## src/rtl/multicycle_control_unit.sv

```systemverilog
// Multi-cycle MIPS control FSM: FETCH/DECODE/EXEC/MEM/WB sequencing with a mem_ready
// handshake, optional memory timeout, illegal-opcode trapping and a retired-instruction counter.
module multicycle_control_unit #(
    parameter int MEM_TIMEOUT  = 16,
    parameter int ILLEGAL_TRAP = 1,
    parameter int CNT_W        = 32
) (
    input  logic             clk,
    input  logic             rst_n,
    input  logic [5:0]       opcode,
    input  logic             mem_ready,
    output logic             pc_write,
    output logic             pc_write_cond,
    output logic             i_or_d,
    output logic             mem_read,
    output logic             mem_write,
    output logic             ir_write,
    output logic             mem_to_reg,
    output logic             reg_dst,
    output logic             reg_write,
    output logic             alu_src_a,
    output logic [1:0]       alu_src_b,
    output logic [2:0]       alu_op,
    output logic [1:0]       pc_src,
    output logic [3:0]       state,
    output logic             fault,
    output logic [1:0]       fault_cause,
    output logic [CNT_W-1:0] retired
);

    typedef enum logic [3:0] {
        S_IDLE      = 4'd0,
        S_FETCH     = 4'd1,
        S_DECODE    = 4'd2,
        S_MEM_ADDR  = 4'd3,
        S_MEM_READ  = 4'd4,
        S_MEM_WB    = 4'd5,
        S_MEM_WRITE = 4'd6,
        S_R_EXEC    = 4'd7,
        S_R_WB      = 4'd8,
        S_I_EXEC    = 4'd9,
        S_I_WB      = 4'd10,
        S_BRANCH    = 4'd11,
        S_JUMP      = 4'd12,
        S_FAULT     = 4'd15
    } state_t;

    localparam logic [5:0] OP_RTYPE = 6'b000000;
    localparam logic [5:0] OP_J     = 6'b000010;
    localparam logic [5:0] OP_BEQ   = 6'b000100;
    localparam logic [5:0] OP_ADDI  = 6'b001000;
    localparam logic [5:0] OP_SLTI  = 6'b001010;
    localparam logic [5:0] OP_ANDI  = 6'b001100;
    localparam logic [5:0] OP_ORI   = 6'b001101;
    localparam logic [5:0] OP_XORI  = 6'b001110;
    localparam logic [5:0] OP_LW    = 6'b100011;
    localparam logic [5:0] OP_SW    = 6'b101011;

    localparam logic [1:0] CAUSE_NONE    = 2'b00;
    localparam logic [1:0] CAUSE_ILLEGAL = 2'b01;
    localparam logic [1:0] CAUSE_TIMEOUT = 2'b10;

    // The wait counter only has to reach MEM_TIMEOUT-1: that cycle decides between ready and fault.
    localparam int                WAIT_W   = (MEM_TIMEOUT > 1) ? $clog2(MEM_TIMEOUT) : 1;
    localparam logic [WAIT_W-1:0] WAIT_LIM = WAIT_W'((MEM_TIMEOUT > 0) ? (MEM_TIMEOUT - 1) : 0);
    localparam logic [WAIT_W-1:0] WAIT_ONE = WAIT_W'(1);
    localparam logic [CNT_W-1:0]  CNT_ONE  = CNT_W'(1);

    state_t             r_state;
    state_t             w_next;
    logic [5:0]         r_op;
    logic [WAIT_W-1:0]  r_wait;
    logic [1:0]         r_cause;
    logic [1:0]         w_next_cause;
    logic [CNT_W-1:0]   r_retired;
    logic               w_waiting;
    logic               w_timeout;
    logic               w_retire;

    assign w_waiting = (r_state == S_FETCH) || (r_state == S_MEM_READ) || (r_state == S_MEM_WRITE);
    assign w_timeout = (MEM_TIMEOUT != 0) && !mem_ready && (r_wait == WAIT_LIM);
    assign w_retire  = (w_next == S_FETCH) &&
                       ((r_state == S_MEM_WB) || (r_state == S_MEM_WRITE) || (r_state == S_R_WB) ||
                        (r_state == S_I_WB)   || (r_state == S_BRANCH)    || (r_state == S_JUMP));

    // State, latched opcode, wait counter, fault cause and retired counter.
    always_ff @(posedge clk or negedge rst_n) begin
        if (!rst_n) begin
            r_state   <= S_IDLE;
            r_op      <= 6'b000000;
            r_wait    <= '0;
            r_cause   <= CAUSE_NONE;
            r_retired <= '0;
        end else begin
            r_state <= w_next;
            r_cause <= w_next_cause;
            if (r_state == S_DECODE) begin
                r_op <= opcode;
            end
            if (w_next != r_state) begin
                r_wait <= '0;
            end else if (w_waiting && !mem_ready) begin
                r_wait <= r_wait + WAIT_ONE;
            end
            if (w_retire) begin
                r_retired <= r_retired + CNT_ONE;
            end
        end
    end

    // Next-state and fault-cause selection.
    always_comb begin
        w_next       = r_state;
        w_next_cause = r_cause;
        case (r_state)
            S_IDLE:     w_next = S_FETCH;
            S_FETCH: begin
                if (mem_ready) begin
                    w_next = S_DECODE;
                end else if (w_timeout) begin
                    w_next       = S_FAULT;
                    w_next_cause = CAUSE_TIMEOUT;
                end else begin
                    w_next = S_FETCH;
                end
            end
            S_DECODE: begin
                case (opcode)
                    OP_RTYPE:                                      w_next = S_R_EXEC;
                    OP_ADDI, OP_SLTI, OP_ANDI, OP_ORI, OP_XORI:    w_next = S_I_EXEC;
                    OP_LW, OP_SW:                                  w_next = S_MEM_ADDR;
                    OP_BEQ:                                        w_next = S_BRANCH;
                    OP_J:                                          w_next = S_JUMP;
                    default: begin
                        if (ILLEGAL_TRAP != 0) begin
                            w_next       = S_FAULT;
                            w_next_cause = CAUSE_ILLEGAL;
                        end else begin
                            w_next = S_FETCH;
                        end
                    end
                endcase
            end
            S_MEM_ADDR: begin
                if (r_op == OP_SW) begin
                    w_next = S_MEM_WRITE;
                end else begin
                    w_next = S_MEM_READ;
                end
            end
            S_MEM_READ, S_MEM_WRITE: begin
                if (mem_ready) begin
                    w_next = (r_state == S_MEM_READ) ? S_MEM_WB : S_FETCH;
                end else if (w_timeout) begin
                    w_next       = S_FAULT;
                    w_next_cause = CAUSE_TIMEOUT;
                end else begin
                    w_next = r_state;
                end
            end
            S_MEM_WB:   w_next = S_FETCH;
            S_R_EXEC:   w_next = S_R_WB;
            S_R_WB:     w_next = S_FETCH;
            S_I_EXEC:   w_next = S_I_WB;
            S_I_WB:     w_next = S_FETCH;
            S_BRANCH:   w_next = S_FETCH;
            S_JUMP:     w_next = S_FETCH;
            S_FAULT:    w_next = S_FAULT;
            default: begin
                w_next       = S_FAULT;
                w_next_cause = CAUSE_NONE;
            end
        endcase
    end

    // Control decode from the current state; FETCH strobes IR/PC as soon as memory is ready.
    always_comb begin
        pc_write      = 1'b0;
        pc_write_cond = 1'b0;
        i_or_d        = 1'b0;
        mem_read      = 1'b0;
        mem_write     = 1'b0;
        ir_write      = 1'b0;
        mem_to_reg    = 1'b0;
        reg_dst       = 1'b0;
        reg_write     = 1'b0;
        alu_src_a     = 1'b0;
        alu_src_b     = 2'b00;
        alu_op        = 3'b000;
        pc_src        = 2'b00;
        case (r_state)
            S_FETCH: begin
                mem_read  = 1'b1;
                alu_src_b = 2'b01;
                ir_write  = mem_ready;
                pc_write  = mem_ready;
            end
            S_DECODE:   alu_src_b = 2'b11;
            S_MEM_ADDR: begin
                alu_src_a = 1'b1;
                alu_src_b = 2'b10;
            end
            S_MEM_READ: begin
                mem_read = 1'b1;
                i_or_d   = 1'b1;
            end
            S_MEM_WB: begin
                reg_write  = 1'b1;
                mem_to_reg = 1'b1;
            end
            S_MEM_WRITE: begin
                mem_write = 1'b1;
                i_or_d    = 1'b1;
            end
            S_R_EXEC: begin
                alu_src_a = 1'b1;
                alu_op    = 3'b010;
            end
            S_R_WB: begin
                reg_write = 1'b1;
                reg_dst   = 1'b1;
            end
            S_I_EXEC: begin
                alu_src_a = 1'b1;
                alu_src_b = 2'b10;
                case (r_op)
                    OP_SLTI:                   alu_op = 3'b001;
                    OP_ANDI, OP_ORI, OP_XORI:  alu_op = 3'b011;
                    default:                   alu_op = 3'b000;
                endcase
            end
            S_I_WB:     reg_write = 1'b1;
            S_BRANCH: begin
                alu_src_a     = 1'b1;
                alu_op        = 3'b100;
                pc_write_cond = 1'b1;
                pc_src        = 2'b01;
            end
            S_JUMP: begin
                pc_write = 1'b1;
                pc_src   = 2'b10;
            end
            default: begin
                pc_write = 1'b0;
            end
        endcase
    end

    assign state       = r_state;
    assign fault       = (r_state == S_FAULT);
    assign fault_cause = r_cause;
    assign retired     = r_retired;

endmodule
```

## config.mk

```make
export PLATFORM = sky130hd
export DESIGN_NAME = multicycle_control_unit
export DESIGN_NICKNAME = d
export VERILOG_FILES = /design/src/rtl/multicycle_control_unit.sv
export SDC_FILE = /design/constraint.sdc
export NUM_CORES = 1
export LEC_CHECK = 0
export CAP_MARGIN = 15
export CORE_MARGIN = 5
export CORE_UTILIZATION = 45
export CTS_CLUSTER_DIAMETER = 30
export DETAILED_ROUTE_END_ITERATION = 10
export GPL_TIMING_DRIVEN = 1
export PLACE_DENSITY_LB_ADDON = 0.12
export SLEW_MARGIN = 5
export SYNTH_ARGS = -nofsm -noshare
export SYNTH_HDL_FRONTEND = slang
export SYNTH_SLANG_ARGS = --single-unit
```

## constraint.sdc

```tcl
create_clock -name clk -period 1.8 [get_ports clk]
set_input_delay 0.27 -clock clk [delete_from_list [all_inputs] [get_ports clk]]
set_output_delay 0.27 -clock clk [all_outputs]
set_load 0.05 [all_outputs]
```

Word-level counts from Yosys, hierarchy flattened
Cells that the tools add are included.
{"block": "totals", "ff_bits": 48, "latch_bits": 0, "mem_bits_rw": 0, "romBits": 0, "input_bits": 9, "out_inout_bits": 56, "elab_cells": 96, "n_memories": 0}
{"block": "op_classes", "add_sub_neg": 2, "mul": 0, "div": 0, "magnitude_cmp": 0, "eq_ne": 33, "n_shift": 0, "muxes": 28, "n_bitwise": 1, "n_reduce_logical": 27}
{"op": "== test 6 x 4 -> 1 bit (second input constant)", "n": 9}
{"op": "adder 32 x 1 -> 32 bit (second input constant)", "n": 1}
{"op": "== test 4 bit (second input constant)", "n": 7}
{"op": "one-hot mux 4 bit (7 select lines)", "n": 1}
{"op": "two-way mux 4 bit", "n": 6}
{"op": "one-hot mux 4 bit (5 select lines)", "n": 1}
{"op": "OR reduction 10 bit", "n": 2}
{"op": "== test 6 bit (second input constant)", "n": 3}
{"op": "== test 4 x 3 -> 1 bit (second input constant)", "n": 4}
{"op": "one-hot mux 2 bit (3 select lines)", "n": 2}
{"op": "two-way mux 1 bit", "n": 9}
{"op": "one-hot mux 3 bit (3 select lines)", "n": 1}
{"op": "OR reduction 3 bit", "n": 3}
{"op": "== test 4 x 1 -> 1 bit (second input constant)", "n": 2}
{"op": "== test 4 x 2 -> 1 bit (second input constant)", "n": 2}
{"op": "two-way mux 2 bit", "n": 4}
{"op": "one-hot mux 2 bit (2 select lines)", "n": 2}
{"op": "OR reduction 2 bit", "n": 4}
{"op": "logical OR 1 bit", "n": 7}
{"op": "== test 6 x 2 -> 1 bit (second input constant)", "n": 1}
{"op": "== test 6 x 3 -> 1 bit (second input constant)", "n": 1}
{"op": "zero test 6 bit", "n": 1}
{"op": "OR reduction 6 bit", "n": 1}
{"op": "OR reduction 5 bit", "n": 1}
{"op": "13 further kinds", "n": 16}

Depth between registers and ports, before layout
{"block": "logic_depth", "ltp_word": 7, "depth_mapped": 8, "depth_no_buf": 7}

Worst setup path before layout
No wires, ideal clock.
{"block": "synth_path", "path_type": "flip-flop to output port", "from": "reg r_state[3] (netlist: state[3])", "to": "out pc_write", "arrival_time_ps": 2914, "t_required_ps": 1530, "slack_ps": -1384, "stages_incl_launch_ff": 7, "path_buffers": 3, "path_cell_list": "dfrtp_1 > buf_2 > buf_6 > clkbuf_1 > nand2_1 > nor3_1 > or2_2"}
{"block": "synth_between", "elab_chain_len": 2, "word_cells_on_any_way": 3, "classes_between": "eq/ne (2); mux (1)"}
{"element": "start: declaration", "line": "69", "source": "state_t r_state;"}
{"element": "start signal: assignment", "line": "95", "source": "r_state <= w_next;"}
{"element": "== test 4 bit / == test 4 x 1 -> 1 bit (equally long branches)", "line": "191", "source": "case (r_state)"}
{"element": "one-hot mux 1 bit (2 select lines) (*)", "line": "191"}
{"element": "end: declaration", "line": "12", "source": "output logic pc_write,"}
Every way passes the cells marked *; elsewhere a longest branch is shown, timed or not.

Worst setup path in the final report
{"block": "layout_path", "from": "reg r_state[3] (netlist: state[3])", "to": "reg r_wait[3]"}
{"block": "layout_between", "elab_chain_len": 6, "word_cells_on_any_way": 25, "classes_between": "eq/ne (13); mux (5); reduce/logical (7)"}
{"element": "== test 4 x 3 -> 1 bit", "line": "80, 115, 153"}
{"element": "two-way mux 3 bit", "line": "153", "source": "w_next = (r_state == S_MEM_READ) ? S_MEM_WB : S_FETCH;"}
{"element": "two-way mux 4 bit", "line": "152", "source": "if (mem_ready) begin"}
{"element": "one-hot mux 4 bit (7 select lines)", "line": "115", "source": "case (r_state)"}
{"element": "!= test 4 bit", "line": "100", "source": "if (w_next != r_state) begin"}
{"element": "two-way mux 4 bit / nonzero test 2 bit (equally long branches)"}
{"element": "end signal: assignment", "line": "103", "source": "r_wait <= r_wait + WAIT_ONE;"}
{"element": "end: declaration", "line": "72", "source": "logic [WAIT_W-1:0] r_wait;"}
Parallel ways exist; a longest one is shown, timed or not.
A chain may end at the register's enable or synchronous reset.

==> out/results.tsv <==
metric	value	unit
outcome	finished, violations left	
failing checks	negative setup slack	
crit-path max FO	5	
Final WS setup	-0.103	ns
CTS sink cnt	48	
cts bufs inserted	5	
Slew @ Worst Pin	0.599	ns
first-pass GRT wire length	14.2	mm
Layout Nets	467	
Seq/Total Area, Yosys	40.8	%
Area Growth Syn to Fin	67.1	%
DRC	0	
Arr. time, crit path	2.10	ns
clk buf depth	2	
grt ovf	0	
Worst Reg-to-Reg Cells	8	
# fillers	441	
I/O pin count	65	
crit path time final	1.90	ns
Syn Area/Cell	9.47	sq um
ys async rst share	100	%
Worst EP required	1.99	ns
post-route ant nets	0	
GR Util All Layers	20.5	%
CP peak stage delay	0.46	ns
initial antenna violation count	0	
RSZ-0062 raised after global routing	true	
Slew Viols, Final	0	
delay-heaviest family, CP	simple AND/OR/NAND/NOR gates	
Final Hold Viols	0	
synthesized area	0.00295	sq mm
detailed placer's ending HPWL	5.96	mm
Leakage	2.29	nW
Yosys reg bits	48	
Crit. End Element	flip-flop	
share of layout cells above drive strength 1	50.1	%
Core ar.	0.00635	sq mm
CP Class	flip-flop to flip-flop	
fmax	0.526	GHz
skew final	0.00532	ns
vias in the first global route	3014	
final instance area	0.00492	sq mm
via count	2948	
max cap viols	0	
Pwr Total	7.51	mW
number of antenna diodes	0	
critical-path cell with the highest stage delay	dfrtp_2	
crit path launch type	flip-flop	
Register Area	0.00122	sq mm
Critical path buffers and inverters	2	
chip height	90.9	um
DRT iter0 DRCs	109	
Power Density	1520	mW/mm^2
routability cong.	0.907	
Gate Count Post-Synth	311	
worst vdd ir	1.71	mV
Placement Setup Slack	-0.405	ns
DR WL/cell	16.8	um
most used cell, CP	buf_6	
fin crit share	106	%
Root Buffer	clkbuf_8	
worst skew pair latency	0.30	ns
vias per cell	5.52	
area occupied by multi-input gates	0.00191	sq mm
placed inst area	0.00425	sq mm
Synth Net Count	322	
initial core utilization	46.4	%
top_reg_cell synth	dfrtp_1	
CTS tree	yes	
Cell Chain, Critical Path	buf_6 -> buf_6 -> nor4b_4 -> a21bo_2 -> o211ai_1 -> a211oi_2 -> nand4_1 -> nor2_1	
Yosys Warn Count	0	
maximum number of pins on one net before global-route repair	28	
Hold Path Class	flip-flop to flip-flop	
H-Tree Depth	2	
final setup violation count	15	
Worst path depth	8	
die area	0.00827	sq mm
EDFF count, synth	0	
I/O Buffers	64	
clk slew on worst S/H paths	0.09	ns
Rel. slew slack	60.0	%
post-layout util	77.6	%
num rows	29	
Die W	90.9	um
Routed WL	8.95	mm
worst hold stages	1	
Cell variety after synth	65	
TritonRoute pass-1 iters	4	
## per-stage QoR
step / hold WS, ns / setup TNS [ns] / std cells
2_1_floorplan: -0.0256 / -0.963 / 311
3_3_place_gp: 0.306 / -5.41 / 486
3_5_place_dp: 0.311 / -7.39 / 486
4_1_cts: 0.485 / -0.498 / 522
5_1_grt: 0.500 / -1.95 / 534
6_report: 0.477 / -0.831 / 534
## cell type report
class                           count  area share (%)
Clock buffer                        6            1.68
Inverter                            6           0.534
Tap cell                           77            1.96
Timing Repair Buffer              157            32.0
Clock inverter                      2           0.203
Sequential cell                    48            24.8
Multi-Input combinational cell    238            38.8
## sequential cells by signal, indices dropped and copies added, names as in the netlist
name         cells
r_wait           4
r_op             6
state            4
fault_cause      2
retired         32
## final timing paths
kind | from | to | slack [ns]
max in group asynchronous | rst_n | retired[10]$_DFFE_PN0P_ | 0.66
worst min register to register | retired[5]$_DFFE_PN0P_ | retired[5]$_DFFE_PN0P_ | 0.48
worst min-delay path | retired[5]$_DFFE_PN0P_ | retired[5]$_DFFE_PN0P_ | 0.48
worst max-delay path | state[3]$_DFF_PN0_ | r_wait[3]$_DFFE_PN0P_ | -0.10
worst max register to register | state[3]$_DFF_PN0_ | r_wait[3]$_DFFE_PN0P_ | -0.10
min in group asynchronous | rst_n | retired[7]$_DFFE_PN0P_ | 0.51
## routing by layer
metal / vias to the layer above / routed length [um] / track usage [%]
met3: 20 / 342 / 3.83
met1: 1437 / 3490 / 23.5
met5: - / 0 / 0
met4: 0 / 214 / 7.46
met2: 89 / 4900 / 37.7
li1: 1402 / - / -
## synthesized netlist by cell type, drive strengths merged (2+ instances only)
| cell | n | area share (%) |
|---|---|---|
| nand2b | 9 | 2.0 |
| a21o | 2 | 0.76 |
| nand4 | 18 | 4.0 |
| nand4b | 2 | 0.59 |
| ha | 2 | 0.85 |
| nand2 | 31 | 4.2 |
| nand3b | 2 | 0.93 |
| nor3 | 12 | 2.7 |
| clkbuf | 5 | 0.64 |
| buf | 14 | 3.6 |
| mux2i | 2 | 0.68 |
| nor2 | 25 | 3.3 |
| and2b | 2 | 0.51 |
| nand3 | 14 | 2.4 |
| and4 | 2 | 0.59 |
| a21boi | 2 | 0.89 |
| o21ai | 11 | 2.0 |
| a31oi | 2 | 0.42 |
| nor3b | 3 | 0.93 |
| nor2b | 4 | 0.85 |
| and2 | 2 | 0.42 |
| xnor2 | 25 | 7.4 |
| dfrtp | 48 | 41 |
| a21oi | 12 | 2.4 |
| and3 | 14 | 3.1 |
| or2 | 2 | 0.42 |
| nor4 | 2 | 0.42 |
| o211ai | 6 | 1.5 |
| inv | 6 | 0.76 |
| xor2 | 10 | 3.0 |
## placed cells by master, fill, tap and decap left out, types with 3 or more instances in the layout
cell type	Yosys	layout
a21oi_1	11	9
and3_1	13	10
and3_4	1	4
buf_12	0	25
buf_4	4	106
buf_6	4	13
clkbuf_8	0	6
clkdlybuf4s50_1	0	6
dfrtp_1	48	34
dfrtp_2	0	13
dlymetal6s2s_1	0	3
inv_1	6	5
nand2_1	30	27
nand2_4	1	3
nand2b_1	8	5
nand2b_4	0	4
nand3_1	14	14
nand4_1	17	17
nor2_1	24	13
nor2_2	1	7
nor2_4	0	5
nor2b_1	4	3
nor3_2	4	3
nor3_4	0	7
o211ai_1	6	6
o21ai_0	10	10
xnor2_1	25	24
xor2_1	10	10
## cell families after synthesis
logic type	Yosys count	share of synthesized area, %
simple gates	150	29.8
compound gates	48	12.2
flops	48	40.8
xor+xnor	35	10.4
buf+inv	25	4.97
mux	3	1.06
fa+ha+maj	2	0.849
## where the power goes
part           internal [mW]  switching, mW  total, mW
logic                   2.53           2.78       5.31
registers               1.29          0.224       1.52
clock network          0.307          0.367      0.675
## what timing repair did
action | in CTS | in global routing
endpoints found under the hold margin | 25 | 0
endpoints found under the setup margin | 23 | 38
pin swaps | 20 | 31
cloned | 1 | 0
gates resized for setup | 37 | 27
hold buffers | 1 | 0
setup buffers | 26 | 13
Power figures use the tool's default switching activity.
